[src/rtl/fifo_pop_reader.sv]
// Pop-side reader for the dual-clock FIFO: pops into a 2-entry skid buffer, streams valid/ready.
// Optional popped-word counter enabled by FIFO_POP_READER_CNT_EN.
module fifo_pop_reader #(
  parameter int DATA_WIDTH = 32,
  parameter int CNT_WIDTH  = 16
) (
  input  logic                  clk_pop,
  input  logic                  rst_n,
  input  logic                  rd_en,
  input  logic                  flush,
  output logic                  pop_req_n,
  input  logic [DATA_WIDTH-1:0] data_out,
  input  logic                  pop_empty,
  input  logic                  pop_error,
  output logic                  out_valid,
  output logic [DATA_WIDTH-1:0] out_data,
  input  logic                  out_ready,
  output logic                  err_sticky,
  input  logic                  err_clr,
  output logic [CNT_WIDTH-1:0]  rd_count
);

  logic [1:0]            r_occ;
  logic [DATA_WIDTH-1:0] r_head;
  logic [DATA_WIDTH-1:0] r_skid;
  logic                  r_err;
  logic                  w_pop;
  logic                  w_acc;

  // rst_n gates the request so nothing is popped while reset is held
  assign w_pop = rst_n & rd_en & ~pop_empty & ~flush
               & (r_occ != 2'd2);
  assign w_acc = (r_occ != 2'd0) & out_ready & ~flush;

  assign pop_req_n  = ~w_pop;
  assign out_valid  = (r_occ != 2'd0);
  assign out_data   = r_head;
  assign err_sticky = r_err;

  always_ff @(posedge clk_pop or negedge rst_n) begin
    if (!rst_n) begin
      r_occ  <= 2'd0;
      r_head <= '0;
      r_skid <= '0;
    end else if (flush) begin
      r_occ <= 2'd0;
    end else begin
      unique case (1'b1)
        (w_pop & ~w_acc): begin
          r_occ <= r_occ + 2'd1;
          if (r_occ == 2'd0) r_head <= data_out;
          else               r_skid <= data_out;
        end
        (w_acc & ~w_pop): begin
          r_occ  <= r_occ - 2'd1;
          r_head <= r_skid;
        end
        (w_pop & w_acc): begin
          if (r_occ == 2'd1) begin
            r_head <= data_out;
          end else begin
            r_head <= r_skid;
            r_skid <= data_out;
          end
        end
        default: ;
      endcase
    end
  end

  // set beats clear when both arrive together
  always_ff @(posedge clk_pop or negedge rst_n) begin
    if (!rst_n)         r_err <= 1'b0;
    else if (pop_error) r_err <= 1'b1;
    else if (err_clr)   r_err <= 1'b0;
  end

`ifdef FIFO_POP_READER_CNT_EN
  logic [CNT_WIDTH-1:0] r_cnt;

  always_ff @(posedge clk_pop or negedge rst_n) begin
    if (!rst_n)     r_cnt <= '0;
    else if (w_pop) r_cnt <= r_cnt + CNT_WIDTH'(1);
  end

  assign rd_count = r_cnt;
`else
  assign rd_count = '0;
`endif

endmodule

[config.mk]
export PLATFORM = sky130hd
export DESIGN_NAME = fifo_pop_reader
export DESIGN_NICKNAME = d
export VERILOG_FILES = /design/src/rtl/fifo_pop_reader.sv
export SDC_FILE = /design/constraint.sdc
export NUM_CORES = 1
export LEC_CHECK = 0
export CORE_MARGIN = 2
export CORE_UTILIZATION = 50
export CTS_CLUSTER_DIAMETER = 100
export DETAILED_ROUTE_END_ITERATION = 7
export PLACE_DENSITY = 0.84
export SLEW_MARGIN = 40
export SYNTH_ARGS = -nofsm -noshare
export SYNTH_HDL_FRONTEND = slang
export SYNTH_SLANG_ARGS = --single-unit
[constraint.sdc]
create_clock -name clk_pop -period 2.8 [get_ports clk_pop]
set_clock_uncertainty 0.1 [all_clocks]
set_input_delay 0.56 -clock clk_pop [delete_from_list [all_inputs] [get_ports clk_pop]]
set_output_delay 0.56 -clock clk_pop [all_outputs]
set_load 0.005 [all_outputs]
==> results by group, run 1 <==
Run status
  – Status: completed

Floorplanning
  – IO Pins: approximately 90
  – Starting Density: about 51%
  – FP Rows: 28
  – Die height: between 80 and 90 µm
  – Core area: slightly below 6000 µm²
  – Die Area: between 6000 and 7000 µm²
  – DIE WIDTH: between 80 and 90 µm

Critical path
  – CP startpoint kind: input port
  – Buf+Inv Stages, Crit Path: 3
  – Critical path's most frequent cell: clkdlybuf4s50_1
  – Largest stage delay on the critical path: 550 ps
  – Worst R2R Setup Slack: just over 600 ps
  – Slowest-stage cell, CP: clkdlybuf4s50_1
  – CP required: roughly 2100 ps
  – Worst Path Arrival: approximately 2000 ps
  – CP top delay family: buffers and inverters
  – CP Cell Sequence: clkdlybuf4s50_1 -> nand2_1 -> nor3_4 -> inv_1 -> clkdlybuf4s50_1
  – R2R depth: 6
  – R2R Path Start: r_occ[0]
  – Reg2reg end: out_data[27]
  – Worst Path Max Fanout: 5
  – Crit path capture type: primary output
  – CP Class: input port to primary output

Synth
  – Most common cell in the netlist: dfrtp_1
  – Synth top area share: 55.4%
  – Synth async-reset ratio: 100%
  – Top post-synthesis cells by area: dfrtp_1 (55%), mux2_4 (15%), nor2_1 (8.2%)
  – Dominant cell type by area after synthesis: dfrtp_1
  – Register bit total from synthesis: 67
  – Cell variety after synth: 29
  – Synth Flop Type: dfrtp_1
  – Synth Warn #: 0
  – Post-synth design cell area: roughly 3000 µm²
  – Cells after Synth: between 200 and 300
  – Number of flops mapped to enable cells by yosys: 0
  – Mean area per synthesized cell: 12.0 µm²
  – Commonest cells in the netlist: dfrtp_1 (67), nor2_1 (66), o22ai_1 (32)
  – Seq/Total Area, Yosys: a little under three fifths

Timing
  – Max-slew violation count: 0
  – Final setup fails: 0
  – Worst slew pin tran: 746 ps
  – Relative slew margins: just over 50%
  – Period minus WS final: about 2600 ps
  – RSZ-0062 raised after global routing: no
  – Setup TNS: 0 ps
  – Maximum clock rate: ~380 MHz
  – Period Utilization, post-route: 94.0%
  – Hold Violations, Final: 0

Power and ir drop
  – IR drop worst, VDD: approximately 0.56 mV
  – Leakage: about 1.9 nW
  – Pwr Density: ~940 nW/µm²

Clock network
  – CTS tree: done
  – CTS Sinks: 67
  – Longest Clk Path Bufs: 2
  – TritonCTS Buffers: 9
  – Reg clk slew, reported paths: 70 ps
  – CTS Root Cell: clkbuf_8
  – Worst-Skew Late Latency: 340 ps
  – H-tree depth: 3

Drt
  – Iteration-0 DRC Markers: about 120
  – Avg WL per Cell: 15.5 µm
  – Vias per cell: 5.20
  – DRT antenna net count: 0
  – Vias: 2152
  – # DRC: 0
  – First drt pass iteration count: 4
  – Post-Route WL: roughly 6.4 mm

Global routing
  – Vias in the first global route: about 2100
  – First-pass GRT wire length: a little over 10 mm
  – Gr ovfl total: 0
  – GRT Overall Usage: 20.9%
  – Pin count of the biggest net entering global routing: 66
  – Initial antenna violation count: 0

Placed design
  – Cells after DPL: 397
  – Final HPWL DP: around 4.3 mm
  – Port bufs: 74
  – RePlAce Congestion: about 0.78

Finish
  – Antenna cells: 0
  – Layout area overhead: 32.3%
  – Layout Nets: around 380
  – Layout cells sized above 1: between 10% and 20%
  – Fin cells: 414

Worst hold path
  – Hold crit path type: input port to async pin

Flow run
  – Max-Cap Viols: 0
[metal layers]
layer	track usage (%)	vias to the layer above	wire [µm]
li1	-	1000	-
met1	28.0	1072	2830
met2	32.0	70	3110
met3	7.91	10	427
met4	6.17	0	66
met5	0	-	0
[kinds of logic after synthesis]
logic type	Yosys count	share of synthesized area, %
xor+xnor	1	0.744
other cells	1	0.124
simple gates	78	11.3
buf+inv	33	7.20
compound gates	38	8.31
mux	32	15.6
fa+ha+maj	3	1.24
flops	67	55.4
[layout by cell type (no fill, tap or decap), drive strengths merged, types with 2 or more instances in the layout]
master | synthesis | final
buf | 22 | 9
clkbuf | 6 | 10
clkdlybuf4s50 | 0 | 73
clkinv | 0 | 2
clkinvlp | 0 | 2
conb | 1 | 16
dfrtp | 67 | 67
ha | 3 | 3
inv | 5 | 6
mux2 | 32 | 32
nand2 | 2 | 2
nand3 | 2 | 2
nor2 | 66 | 66
o22ai | 32 | 32
[worst reg2reg max path: stages (launching register included)]
cell and delay (ps):
dfrtp_1 350, inv_1 70, ha_1 230, nor4b_2 400
a31o_2 710, nor2_1 120, nor2_1 130
[cell type report]
cell class	instances	area [µm²]
inverter	5	18.8
clock buffer	10	128
tap	75	93.8
fill	436	1880
sequential	67	1680
timing repair buffer	83	822
clock inverter	6	63.8
multi-input combinational	168	1200
[power breakdown]
part	internal [W]	switching, W	leakage (nW)
logic	0.000889	0.000499	0.997
clock network	0.000411	0.000373	0.0927
registers	0.00137	0.000231	0.822
total	0.00267	0.00110	1.91
[worst max path at each step]
stage | endpoint | cells past startpoint | slack, ps | from
floorplan | r_skid[0] | 7 | 930 | r_occ[0]
global placement | out_data[23] | 6 | 190 | flush
detailed placement | out_data[27] | 6 | 130 | flush
CTS | pop_req_n | 5 | 170 | rd_en
global route | pop_req_n | 5 | 90 | rd_en
finish | pop_req_n | 5 | 170 | rd_en
[flip-flops by register name, indices dropped and copies added (netlist names)]
name        count
out_data       32
err_sticky      1
r_skid         32
r_occ           2
[timing repair]
item	in CTS	in global routing
hold buffers	1	0
hold endpoints to repair	2	0
resized for setup	0	0
buffers inserted	0	0
[metrics by stage]
step                      hold WS, ps  setup slack, ps  instance area [µm²]  power, W  utilization (%)
after CTS                         395              173                 4000   0.00381             67.9
after floorplan                   164              928                 3080   0.00228                -
final                             290              168                 4000   0.00378             68.0
after global placement            290              187                 3800   0.00295             64.5
after detailed placement          291              131                 3800   0.00301             64.5
after global routing              323             88.6                 4000   0.00404             68.0
No activity file was read; power rests on OpenSTA's default activity.
==> inputs of run 2 (changes only) <==
--- a/config.mk
+++ b/config.mk
@@ -8,8 +8,10 @@
 export CORE_MARGIN = 2
 export CORE_UTILIZATION = 50
 export CTS_CLUSTER_DIAMETER = 100
+export CTS_CLUSTER_SIZE = 28
 export DETAILED_ROUTE_END_ITERATION = 7
-export PLACE_DENSITY = 0.84
+export HOLD_SLACK_MARGIN = 0.08
+export PLACE_DENSITY = 0.91
 export SLEW_MARGIN = 40
 export SYNTH_ARGS = -nofsm -noshare
 export SYNTH_HDL_FRONTEND = slang
==> results by group, run 2 (synthesis results as in run 1) <==
Run status
  – Status: completed

Floorplanning
  – Die height: between 80 and 90 µm
  – DIE WIDTH: ~82 µm
  – Starting Density: between 50% and 60%
  – Core area: slightly below 6000 µm²
  – IO Pins: 91
  – FP Rows: 28
  – Die Area: between 6000 and 7000 µm²

Critical path
  – Worst Path Max Fanout: 5
  – Worst Path Arrival: roughly 2000 ps
  – CP required: about 2100 ps
  – CP Class: input port to primary output
  – CP startpoint kind: input port
  – Crit path capture type: primary output

Power and ir drop
  – Switching Fraction: 28.9%
  – Sw Pwr: between 0.001 and 0.0015 W
  – Leakage: ~1.9 nW
  – Reg power frac: between 40 and 50%
  – Combinational power share: 36.8%
  – Total chip power: 0.00378 W
  – Pint: approximately 0.0027 W
  – IR drop worst, VDD: approximately 0.5 mV
  – Clock power frac: a little over a fifth
  – Pwr Density: between 900 and 1000 nW/µm²

Global routing
  – First-pass GRT wire length: between 10 and 15 mm
  – GRT Overall Usage: about a fifth
  – Vias in the first global route: ~2200
  – Gr ovfl total: 0
  – Initial antenna violation count: 0
  – Pin count of the biggest net entering global routing: 56

Drt
  – Vias per cell: about 5.2
  – Avg WL per Cell: around 16 µm
  – Vias: approximately 2100
  – Iteration-0 DRC Markers: 86
  – First drt pass iteration count: 4
  – DRT antenna net count: 0
  – # DRC: 0
  – Post-Route WL: roughly 6.5 mm

Finish
  – Most frequent cells in the layout: clkdlybuf4s50_1 (73), dfrtp_1 (67), nor2_1 (66), o22ai_1 (32), mux2_4 (30)
  – Commonest non-fill, non-tap cell in the layout: clkdlybuf4s50_1
  – Layout Nets: between 300 and 400
  – Layout area overhead: 31.9%
  – Antenna cells: 0
  – Layout cells sized above 1: between 10% and 20%
  – Finished Cell Area: about 4000 µm²

Flow run
  – Max-Cap Viols: 0

Timing
  – Relative slew margins: between 50% and 60%
  – RSZ-0062 raised after global routing: no
  – Hold Violations, Final: 0
  – Max-slew violation count: 0
  – Worst slew pin tran: between 600 and 700 ps
  – Final setup fails: 0
  – Setup TNS: 0 ps
  – Maximum clock rate: 376 MHz
  – Period Utilization, post-route: 95.1%
  – Period minus WS final: approximately 2700 ps

Clock network
  – Post-CTS Hold Fix Bufs: 0
  – CTS Sinks: between 60 and 70
  – TritonCTS Buffers: 9
  – Post-cts sizing count: 0
  – CTS tree: done
  – Worst-Skew Late Latency: around 320 ps
  – H-tree depth: 3
  – Post CTS Setup Buffer Count: 0
  – Longest Clk Path Bufs: 2
  – CTS Root Cell: clkbuf_8
  – Reg clk slew, reported paths: 70 ps

Placed design
  – Port bufs: between 70 and 80
  – Final HPWL DP: 4.54 mm
  – RePlAce Congestion: between 0.7 and 0.8
  – Area after DPL: 3800 µm²

Worst hold path
  – Hold crit path type: input port to async pin
==> run 2: final timing paths <==
check                            from            to  cells after the start  slack (ps)
max                             rd_en     pop_req_n                      5         140
min                             rst_n      r_occ[0]                      2         160
max reg2reg                  r_occ[0]  out_data[19]                      6         610
min reg2reg                err_sticky    err_sticky                      1         390
max in group asynchronous       rst_n    r_skid[25]                      2        1770
min in group clk_pop       err_sticky    err_sticky                      1         390
==> run 2: per-layer routing <==
| metal | vias up | wire (µm) | track usage, % | part of all wire, % |
|---|---|---|---|---|
| li1 | 1004 | - | - | - |
| met1 | 1073 | 2800 | 26.9 | 43 |
| met2 | 62 | 3350 | 34.5 | 51 |
| met3 | 6 | 309 | 4.07 | 4.7 |
| met4 | 0 | 49 | 8.00 | 0.75 |
| met5 | - | 0 | 0 | 0 |
==> run 2: critical path: stages <==
cell             delay [ps]
clkdlybuf4s50_1         560
nand2_1                 180
nor3_4                  210
inv_1                    60
clkdlybuf4s50_1         440
==> run 2: cell type report <==
cell class | instances | area, µm²
clock buffer | 10 | 138
fill | 420 | 1900
sequential | 67 | 1680
timing repair buffer | 84 | 811
multi-input combinational | 168 | 1200
clock inverter | 5 | 53.8
tap | 75 | 93.8
inverter | 5 | 18.8
==> run 2: stage by stage <==
| step | hold slack, ps | worst slack [ps] | util [%] | cells |
|---|---|---|---|---|
| floorplan | 164 | 928 | - | 268 |
| global placement | 363 | 210 | 64.5 | 399 |
| detailed placement | 372 | 103 | 64.5 | 399 |
| CTS | 137 | 130 | 67.8 | 414 |
| global route | 139 | 18.9 | 67.8 | 414 |
| finish | 159 | 138 | 67.8 | 414 |
==> run 2: power by group through the flow <==
stage | combinational [W] | clock, W | sequential (W)
2_1_floorplan | 0.000689 | 0 | 0.00160
4_1_cts | 0.00141 | 0.000799 | 0.00160
3_5_place_dp | 0.00140 | 0 | 0.00161
5_1_grt | 0.00154 | 0.000847 | 0.00165
3_3_place_gp | 0.00135 | 0 | 0.00159
6_report | 0.00139 | 0.000787 | 0.00160
==> inputs of run 3 (changes only) <==
--- a/config.mk
+++ b/config.mk
@@ -5,14 +5,13 @@
 export SDC_FILE = /design/constraint.sdc
 export NUM_CORES = 1
 export LEC_CHECK = 0
-export CORE_MARGIN = 2
+export CORE_MARGIN = 5
 export CORE_UTILIZATION = 50
 export CTS_CLUSTER_DIAMETER = 100
 export CTS_CLUSTER_SIZE = 28
 export DETAILED_ROUTE_END_ITERATION = 7
 export HOLD_SLACK_MARGIN = 0.08
 export PLACE_DENSITY = 0.91
-export SLEW_MARGIN = 40
 export SYNTH_ARGS = -nofsm -noshare
 export SYNTH_HDL_FRONTEND = slang
 export SYNTH_SLANG_ARGS = --single-unit
==> results by group, run 3 (synthesis results as in run 1) <==
Drt
  – Post-Route WL: roughly 7 mm
  – # DRC: 0
  – First drt pass iteration count: 4
  – Vias: between 2000 and 2500
  – DRT antenna net count: 0
  – Iteration-0 DRC Markers: 77
  – Avg WL per Cell: 16.5 µm
  – Vias per cell: between 5 and 6

Clock network
  – Post-CTS Hold Fix Bufs: 0
  – CTS Root Cell: clkbuf_8
  – Post CTS Setup Buffer Count: 0
  – Reg clk slew, reported paths: about 70 ps
  – CTS tree: done
  – H-tree depth: 3
  – CTS Sinks: between 60 and 70
  – Worst-Skew Late Latency: 330 ps
  – TritonCTS Buffers: 9
  – Post-cts sizing count: 0
  – Longest Clk Path Bufs: 2

Timing
  – Period minus WS final: approximately 2600 ps
  – Final setup fails: 0
  – Max-slew violation count: 0
  – RSZ-0062 raised after global routing: no
  – Worst slew pin tran: roughly 720 ps
  – Period Utilization, post-route: 93.9%
  – Setup TNS: 0 ps
  – Maximum clock rate: around 380 MHz
  – Relative slew margins: roughly 52%
  – Hold Violations, Final: 0

Critical path
  – Slowest-stage cell, CP: clkdlybuf4s50_1
  – CP startpoint kind: input port
  – Largest stage delay on the critical path: ~540 ps
  – Critical path startpoint: rd_en
  – CP Class: input port to primary output
  – CP required: 2140 ps
  – Worst Path Arrival: 1970 ps
  – CP Cell Sequence: clkdlybuf4s50_1 -> nand2_1 -> nor3_4 -> inv_1 -> clkdlybuf4s50_1
  – Critical path's most frequent cell: clkdlybuf4s50_1
  – Crit path capture type: primary output
  – R2R Path Start: r_occ[0]
  – Worst R2R Setup Slack: roughly 620 ps
  – Worst Path Max Fanout: 5
  – Worst path depth: 5
  – CP top delay family: buffers and inverters
  – Buf+Inv Stages, Crit Path: 3
  – R2R depth: 6

Floorplanning
  – Die height: slightly below 90 µm
  – Die Area: just under 8000 µm²
  – Starting Density: 51.4%
  – DIE WIDTH: around 90 µm
  – FP Rows: 28
  – IO Pins: ~90
  – Core area: ~5900 µm²

Global routing
  – Initial antenna violation count: 0
  – GRT Overall Usage: 18.9%
  – First-pass GRT wire length: 11.2 mm
  – Gr ovfl total: 0
  – Pin count of the biggest net entering global routing: slightly below 60
  – Vias in the first global route: 2344

Finish
  – Finished Cell Area: roughly 4000 µm²
  – Most frequent cells in the layout: clkdlybuf4s50_1 (73), dfrtp_1 (67), nor2_1 (66), o22ai_1 (32), mux2_4 (30)
  – Antenna cells: 0
  – Layout cells sized above 1: 18.4%
  – Commonest non-fill, non-tap cell in the layout: clkdlybuf4s50_1
  – Layout area overhead: 32.8%
  – Layout Nets: roughly 380

Worst hold path
  – Hold crit path type: input port to async pin

Power and ir drop
  – Pwr Density: about 960 nW/µm²
  – Clock power frac: 22.2%
  – IR drop worst, VDD: approximately 0.53 mV
  – Leakage: 1.93 nW
  – Combinational power share: approximately 36%
  – Reg power frac: about 42%
  – Pint: 0.00277 W
  – Sw Pwr: 0.00111 W
  – Switching Fraction: ~29%

Flow run
  – Max-Cap Viols: 0

Placed design
  – Port bufs: 74
  – RePlAce Congestion: around 0.79
  – Final HPWL DP: 4.56 mm
  – Area after DPL: around 3800 µm²

Run status
  – Status: completed
[run 3: worst paths after layout]
path | endpoint
setup / recovery | pop_req_n
hold / removal | r_occ[1]
setup reg to reg | out_data[25]
hold reg to reg | err_sticky
max in group asynchronous | out_data[16]
min in group clk_pop | err_sticky
[run 3: layout make-up]
| cell class | instances | area (µm²) |
|---|---|---|
| well taps | 75 | 93.8 |
| multi-input cells | 168 | 1200 |
| clock inverters | 7 | 92.6 |
| repair buffers | 81 | 813 |
| flip-flops and latches | 67 | 1680 |
| fillers | 422 | 1870 |
| clock buffers | 9 | 124 |
| inverters | 5 | 18.8 |
[run 3: worst reg2reg max path, cell delays in order (launching register included)]
cell     delay, ps
dfrtp_1        360
inv_1           80
ha_1           230
nor4b_2        410
a31o_2         690
nor2_1         120
nor2_1         130
[run 3: power groups by stage]
| stage | sequential [W] | clock (W) | combinational, W |
|---|---|---|---|
| final | 0.00161 | 0.000860 | 0.00141 |
| after global routing | 0.00166 | 0.000936 | 0.00154 |
| after CTS | 0.00161 | 0.000886 | 0.00143 |
| after detailed placement | 0.00161 | 0 | 0.00141 |
| after global placement | 0.00159 | 0 | 0.00136 |
| after floorplan | 0.00160 | 0 | 0.000689 |
[run 3: per-stage QoR]
| stage | hold slack (ps) | instances | total power (W) | worst slack [ps] | util (%) |
|---|---|---|---|---|---|
| 6_report | 137 | 412 | 0.00387 | 172 | 68.3 |
| 5_1_grt | 119 | 412 | 0.00414 | 72.1 | 68.3 |
| 4_1_cts | 118 | 412 | 0.00392 | 151 | 68.3 |
| 3_5_place_dp | 386 | 396 | 0.00303 | 119 | 64.6 |
| 3_3_place_gp | 364 | 396 | 0.00295 | 202 | 64.6 |
| 2_1_floorplan | 164 | 268 | 0.00228 | 928 | - |
[run 3: routing by layer]
| layer | part of all wire (%) | vias to the layer above | wire [µm] | track usage (%) |
|---|---|---|---|---|
| met4 | 0.53 | 0 | 36 | 5.72 |
| li1 | - | 1000 | - | - |
| met2 | 52 | 63 | 3550 | 31.7 |
| met1 | 41 | 1093 | 2810 | 24.0 |
| met5 | 0 | - | 0 | 0 |
| met3 | 6.0 | 4 | 411 | 5.17 |
